==> config.mk <==
export PLATFORM = sky130hd
export DESIGN_NAME = ahb_dec24_dsel
export DESIGN_NICKNAME = d
export VERILOG_FILES = /design/src/rtl/ahb_pkg.sv /design/src/rtl/ahb_default_slave.sv /design/src/rtl/ahb_dec24_dsel.sv
export SDC_FILE = /design/constraint.sdc
export NUM_CORES = 1
export LEC_CHECK = 0
export CAP_MARGIN = 20
export CORE_ASPECT_RATIO = 0.8
export CORE_MARGIN = 2
export CORE_UTILIZATION = 40
export CTS_BUF_LIST = sky130_fd_sc_hd__clkbuf_4 sky130_fd_sc_hd__clkbuf_8
export CTS_CLUSTER_DIAMETER = 120
export DETAILED_ROUTE_END_ITERATION = 8
export HOLD_SLACK_MARGIN = 0.15
export PLACE_DENSITY = 0.95
export REMOVE_ABC_BUFFERS = 1
export SETUP_SLACK_MARGIN = 0.4
export SLEW_MARGIN = 30
export SYNTH_ARGS = -nofsm -noshare
export SYNTH_HDL_FRONTEND = slang
export SYNTH_SLANG_ARGS = --single-unit
==> constraint.sdc <==
create_clock -name hclk -period 3.6 [get_ports hclk]
set_clock_uncertainty 0.2 [all_clocks]
set_input_delay 0.54 -clock hclk [delete_from_list [all_inputs] [get_ports hclk]]
set_output_delay 0.54 -clock hclk [all_outputs]
set_load 0.05 [all_outputs]
==> src/rtl/ahb_pkg.sv <==
// Shared AHB-Lite encodings for the 24-slave decoder segment.
// HTRANS codes, slave count and default-slave FSM state encoding.
package ahb_pkg;

  localparam logic [1:0] HTRANS_IDLE   = 2'b00;
  localparam logic [1:0] HTRANS_BUSY   = 2'b01;
  localparam logic [1:0] HTRANS_NONSEQ = 2'b10;
  localparam logic [1:0] HTRANS_SEQ    = 2'b11;

  localparam int NSLV = 24;

  typedef enum logic [1:0] {
    DS_IDLE = 2'b00,
    DS_ERR1 = 2'b01,
    DS_ERR2 = 2'b10
  } ds_state_e;

endpackage

==> src/rtl/ahb_default_slave.sv <==
// Default slave: zero-wait OKAY for IDLE/BUSY, two-cycle ERROR for active transfers.
// Response starts one cycle after the accepted address phase; never stalls an OKAY.
module ahb_default_slave
  import ahb_pkg::*;
(
  input  logic       hclk,
  input  logic       hrst,
  input  logic       hready,
  input  logic       sel,
  input  logic [1:0] htrans,
  output logic       def_hreadyout,
  output logic       def_hresp
);

  ds_state_e state_q, state_d;
  logic      err_start;
  logic      unused_htrans;

  // Only NONSEQ/SEQ (htrans[1]) are real transfers needing an ERROR.
  assign err_start     = hready & sel & htrans[1];
  assign unused_htrans = htrans[0];

  always_ff @(posedge hclk or posedge hrst) begin
    if (hrst) state_q <= DS_IDLE;
    else      state_q <= state_d;
  end

  always_comb begin
    state_d       = state_q;
    def_hreadyout = 1'b1;
    def_hresp     = 1'b0;
    case (state_q)
      DS_IDLE: begin
        if (err_start) state_d = DS_ERR1;
      end
      DS_ERR1: begin
        def_hreadyout = 1'b0;
        def_hresp     = 1'b1;
        state_d       = DS_ERR2;
      end
      DS_ERR2: begin
        def_hreadyout = 1'b1;
        def_hresp     = 1'b1;
        state_d       = err_start ? DS_ERR1 : DS_IDLE;
      end
      default: state_d = DS_IDLE;
    endcase
  end

endmodule

==> src/rtl/ahb_dec24_dsel.sv <==
// AHB-Lite 24-slave address decoder, data-phase select register and default slave.
// hsel_o is combinational; dsel_o/dsel_def update on hready-high edges and hold otherwise.
module ahb_dec24_dsel
  import ahb_pkg::*;
#(
  parameter int              AW      = 32,
  parameter int              SLV_LSB = 24,
  parameter logic [NSLV-1:0] SLV_EN  = 24'hFFFFFF
) (
  input  logic            hclk,
  input  logic            hrst,
  input  logic [AW-1:0]   haddr,
  input  logic [1:0]      htrans,
  input  logic            hready,
  output logic [NSLV-1:0] hsel_o,
  output logic [NSLV-1:0] dsel_o,
  output logic            dsel_def,
  output logic            def_hreadyout,
  output logic            def_hresp
);

  logic [4:0]      idx;
  logic            dec_def;
  logic [NSLV-1:0] dsel_q, dsel_d;
  logic            dsel_def_q, dsel_def_d;
  logic            unused_addr;

  // Upper address bits alias onto the 32 regions; low bits are offset within a region.
  assign idx         = haddr[SLV_LSB+4:SLV_LSB];
  assign unused_addr = ^{haddr[AW-1:SLV_LSB+5], haddr[SLV_LSB-1:0]};

  always_comb begin
    hsel_o = '0;
    for (int i = 0; i < NSLV; i++) begin
      hsel_o[i] = (idx == 5'(i)) & SLV_EN[i];
    end
  end

  assign dec_def = ~|hsel_o;

  always_comb begin
    dsel_d     = dsel_q;
    dsel_def_d = dsel_def_q;
    if (hready) begin
      dsel_d     = hsel_o;
      dsel_def_d = dec_def;
    end
  end

  // Reset selects the default slave so the response mux always has exactly one owner.
  always_ff @(posedge hclk or posedge hrst) begin
    if (hrst) begin
      dsel_q     <= '0;
      dsel_def_q <= 1'b1;
    end else begin
      dsel_q     <= dsel_d;
      dsel_def_q <= dsel_def_d;
    end
  end

  assign dsel_o   = dsel_q;
  assign dsel_def = dsel_def_q;

  ahb_default_slave u_def (
    .hclk          (hclk),
    .hrst          (hrst),
    .hready        (hready),
    .sel           (dec_def),
    .htrans        (htrans),
    .def_hreadyout (def_hreadyout),
    .def_hresp     (def_hresp)
  );

endmodule

# After elaboration in Yosys (flattened, before gate mapping)
# Cells that the tools add are included.
[word_totals]
out_inout_bits = 51
wordCells = 41
latchBits = 0
ff_bits = 27
mem_count = 0
inputBits = 37
ram_bits = 0
mem_bits_ro = 0
[op_classes]
n_eq_ne = 26
shift = 0
n_lt_le_gt_ge = 0
mul = 0
n_addsub = 0
div_mod_pow = 0
muxes = 5
reduce_logical = 5
bitwise_logic = 2
[op_table]
columns = ["op", "n"]
rows = [
  ["$eq 5x4->1 const B", 8],
  ["$eq 5x5->1 const B", 8],
  ["$reduce_or 24->1", 1],
  ["$eq 5x3->1 const B", 4],
  ["$eq 5x2->1 const B", 2],
  ["$pmux 2 s3", 1],
  ["$eq 5x1->1 const B", 1],
  ["$logic_not 5->1", 1],
  ["$mux 1", 3],
  ["$and 1x1->1", 2],
  ["$eq 2x1->1 const B", 1],
  ["$eq 2x2->1 const B", 1],
  ["$logic_not 2->1", 1],
  ["$mux 2", 1],
  ["$ne 2x1->1 const B", 1],
  ["$reduce_or 2->1", 1],
  ["$logic_not 1->1", 1],
]

# Depth between registers and ports, before layout
[depth]
ltp_word = 7
ltp_mapped = 5
mapped_depth_nobuf = 5

# Cells and area by module
# From an unflattened synthesis, not the netlist that was laid out.
[unflattened]
cells_unflattened = 150
area_unflattened_um2 = 1408.9
[by_module_without_submodules]
columns = ["mod", "cells_per_inst", "instances", "seq_area_each_um2", "area_each_um2"]
rows = [
  ["ahb_dec24_dsel", 132, 1, 626.9, 1221.2],
  ["ahb_default_slave", 18, 1, 50.0, 187.7],
]

# Worst setup path after synthesis
# No wires, ideal clock.
[synth_path]
path_type = "input -> output"
start = "input haddr[27]"
end = "output hsel_o[18]"
cell_stages = 3
required_ps = 2860
t_arrival_ps = 1981
path_buffers = 1
path_slack_ps = 879
cell_sequence = "or2_1 > buf_6 > nor3_1"
[synth_between]
elab_chain_len = 1
[synth_lines]
columns = ["element", "line_no", "source"]
rows = [
  ["start: declaration", "ahb_dec24_dsel.sv:12", "input logic [AW-1:0] haddr,"],
  ["$eq 5x5->1", "ahb_dec24_dsel.sv:35", "hsel_o[i] = (idx == 5'(i)) & SLV_EN[i];"],
  ["end: declaration", "ahb_dec24_dsel.sv:15", "output logic [NSLV-1:0] hsel_o,"],
]
# No other way between the ends.

# Worst setup path after layout
[layout_path]
start = "input haddr[24]"
end = "output hsel_o[11]"
[layout_between]
elab_chain_len = 1
[layout_lines]
columns = ["element", "line_no"]
rows = [
  ["$eq 5x4->1", "ahb_dec24_dsel.sv:35"],
]
# No other way between the ends.

==> insert_results.sql <==
INSERT INTO impl_metrics (metric_group, metric, value, unit) VALUES
('run_status', 'run_status', 'complete, no violations', ''),
('worst_setup_path', 'critPathCaptureType', 'output port', ''),
('sta', 'count_of_endpoints_failing_setup_in_the_final_report', '0', ''),
('power', 'pwr_density_cell', '389', 'mW/mm2'),
('flow_run', 'timing.max_cap.violations', '0', ''),
('floorplan', 'floorplan.die_area', '0.00387', 'mm2'),
('sta', 'final_max_slew_viol_count', '0', ''),
('floorplan', 'placement_rows', '18', ''),
('worst_setup_path', 'crit_path_top_delay_cell', 'clkdlybuf4s50_1', ''),
('placed_design', 'dp_hpwl', '2510', 'um'),
('floorplan', 'initial_core_util', '0.429', ''),
('clock_network', 'clk_latency', '0.27', 'ns'),
('placed_design', 'port_bufs', '59', ''),
('sta', 'timing.max_slew.rel_slack', '0.563', ''),
('routing', 'wire_per_inst', '15.5', 'um'),
('sta', 'number_of_hold_violations_in_the_final_report', '0', ''),
('clock_network', 'ctsHoldBuffers', '0', ''),
('sta', 'final.setup.tns', '0', 'ns'),
('global_routing', 'grt_antenna_before_repair', '0', ''),
('worst_setup_path', 'rr_worst_depth', '4', ''),
('final_layout', 'fillerInstances', '267', ''),
('worst_setup_path', 'critPathMaxFanout', '9', ''),
('sta', 'clock.fmax', '337', 'MHz'),
('floorplan', 'dieHeight', '56.0', 'um'),
('sta', 'final_period_minus_worst_setup_slack', '2.97', 'ns'),
('final_layout', 'final_core_utilization', '0.623', ''),
('worst_setup_path', 'setup.worst_path.start', 'haddr[24]', ''),
('final_layout', 'multi_input_area', '604', 'um2'),
('final_layout', 'layout-drive-gt1-share', '0.365', ''),
('worst_setup_path', 'worst_flop_to_flop_path_endpoint', 'u_def.state_q[1]$_DFFE_PP0P_', ''),
('clock_network', 'cts_resized', '6', ''),
('clock_network', 'tritoncts_num_sinks', '27', ''),
('clock_network', 'clock_tree_from_tritoncts', 'done', ''),
('clock_network', 'cts_root_buffer', 'clkbuf_8', ''),
('final_layout', 'insertedDiodeCount', '0', ''),
('worst_hold_path', 'hold_start', 'dsel_def$_DFFE_PP1P_', ''),
('final_layout', 'stdcell_count', '210', ''),
('final_layout', 'syn_to_final_growth', '45.2', '%'),
('global_routing', 'grt_use_total', '0.174', ''),
('final_layout', 'register_area', '677', 'um2'),
('global_routing', 'maximum_number_of_pins_on_one_net_before_global_route_repair', '28', ''),
('synthesis', 'syn_avg_cell_area', '12.2', 'um2'),
('worst_hold_path', 'holdCritPathClass', 'register to register', ''),
('clock_network', 'clk_pin_slew', '0.09', 'ns'),
('power', 'vdd_ir_drop_max', '0.000279', 'V'),
('power', 'cellLeakagePower', '0.960', 'nW'),
('routing', 'ant_nets', '0', ''),
('clock_network', 'max_root_sink_buffers', '2', ''),
('routing', 'route.vias.total', '1036', ''),
('sta', 'fin_crit_sh', '0.824', ''),
('clock_network', 'cts_made_buffers', '3', ''),
('worst_hold_path', 'whs_endpoint', 'dsel_def$_DFFE_PP1P_', ''),
('synthesis', 'synth_cells', '111', ''),
('worst_setup_path', 'cp.required', '2.86', 'ns'),
('worst_setup_path', 'timing.critical_path.buf_inv', '2', ''),
('placed_design', 'dp.cells', '206', ''),
('synthesis', 'yosysUniqueCellTypes', '24', ''),
('worst_setup_path', 'timing_worst_setup_path_type', 'input pin to output port', ''),
('worst_setup_path', 'r2r_setup_slack', '2.11', 'ns'),
('global_routing', 'grt_remaining_overflow', '0', ''),
('floorplan', 'core', '0.00315', 'mm2'),
('floorplan', 'io_pins', '88', ''),
('worst_setup_path', 'crit-reg2reg-launch', 'u_def.state_q[0]$_DFFE_PP0P_', ''),
('worst_setup_path', 'path_cells', 'clkdlybuf4s50_1, nand3b_1, nor2_1, dlygate4sd2_1', ''),
('global_routing', 'wire_length_of_the_first_global_routing_pass', '5440', 'um'),
('floorplan', 'die_width', '69.0', 'um'),
('final_layout', 'fin_nets', '213', ''),
('clock_network', 'htree_num_levels', '1', ''),
('routing', 'routed_via_density', '4.93', ''),
('placed_design', 'place.gp.congestion', '0.739', ''),
('routing', 'detail_route.wirelength', '3270', 'um');
==> cell usage in the layout (no fill, tap or decap), types with 2 or more instances in the layout <==
master           instances
clkdlybuf4s50_1         35
dfrtp_1                 26
mux2_2                  23
buf_4                   19
nor2_1                  10
inv_1                    7
dlygate4sd2_1            6
ha_1                     5
nor3_1                   4
nor3_2                   4
nand2_1                  3
nand2b_1                 3
nor2_2                   3
nor2_4                   3
clkbuf_8                 3
or3b_4                   2
mux2_1                   2
==> final cells by class <==
class / count / area share
timing repair buffer: 61 / 0.284
tap: 40 / 0.0255
clock inverter: 1 / 0.00255
clock buffer: 3 / 0.0210
sequential: 27 / 0.344
inverter: 8 / 0.0153
multi-input combinational: 70 / 0.307
==> sequential cells by signal, indices dropped and copies added (netlist names) <==
name and count:
u_def.state_q 2, dsel_o 24, dsel_def 1
==> cells in the mapped netlist <==
| cell type | instances | area (um2) |
|---|---|---|
| dfrtp_1 | 26 | 651 |
| mux2_2 | 23 | 259 |
| nor2_1 | 10 | 37.5 |
| inv_1 | 8 | 30.0 |
| ha_1 | 5 | 62.6 |
| buf_2 | 4 | 20.0 |
| nor3_1 | 4 | 20.0 |
| nor3_2 | 4 | 40.0 |
| nand2_1 | 3 | 11.3 |
| nand2b_1 | 3 | 18.8 |
| nor2_2 | 3 | 18.8 |
| nor2_4 | 3 | 33.8 |
| buf_6 | 2 | 22.5 |
| mux2_1 | 2 | 22.5 |
| or3b_4 | 2 | 22.5 |
| a211oi_1 | 1 | 7.51 |
| a31o_2 | 1 | 8.76 |
| dfstp_2 | 1 | 26.3 |
| nand3_1 | 1 | 5.00 |
| nand3b_1 | 1 | 7.51 |
| nand4_1 | 1 | 6.26 |
| o21ai_0 | 1 | 5.00 |
| or2_1 | 1 | 6.26 |
| or3_4 | 1 | 11.3 |
==> cells by family after synthesis <==
kind of cell | share of synthesized area
AND/OR/NAND/NOR | 0.177
multiplexers | 0.208
AO/OA/AOI/OAI | 0.0157
buffers and inverters | 0.0536
adder cells (fa/ha/maj) | 0.0462
flip-flops | 0.500
==> worst register-to-register path, cell delays in order, from the launching register on <==
cell     delay [ns]
dfrtp_1        0.43
inv_1          0.10
ha_1           0.25
nand2_1        0.08
mux2_2         0.33
==> report_power, final <==
| group | total, mW | internal [mW] | switching (mW) |
|---|---|---|---|
| clock network | 0.170 | 0.0775 | 0.0924 |
| logic | 0.258 | 0.0908 | 0.167 |
| registers | 0.336 | 0.320 | 0.0162 |
| total | 0.764 | 0.488 | 0.276 |
==> stage by stage <==
stage	instance area, um2	hold slack (ns)	setup slack, ns
2_1_floorplan	1310	0.334	0.890
3_3_place_gp	1920	0.261	0.376
3_5_place_dp	1920	0.278	0.350
4_1_cts	1960	0.316	0.431
5_1_grt	1970	0.332	0.517
6_report	1970	0.309	0.632
==> worst max-delay path by stage <==
| stage | endpoint | slack (ns) | cells past startpoint |
|---|---|---|---|
| after floorplan | hsel_o[18] | 0.89 | 2 |
| after global placement | hsel_o[17] | 0.38 | 4 |
| after detailed placement | hsel_o[16] | 0.35 | 4 |
| after CTS | hsel_o[20] | 0.43 | 4 |
| after global routing | hsel_o[11] | 0.52 | 4 |
| final | hsel_o[11] | 0.63 | 4 |
==> per-layer routing <==
metal,GRT usage,up-vias,wire [um]
met1,0.221,499,1420
met3,0.0399,4,196
li1,-,489,-
met2,0.301,44,1620
met5,0,-,0
met4,0.0420,0,29
Note: power is estimated with default switching activity, not from simulation.
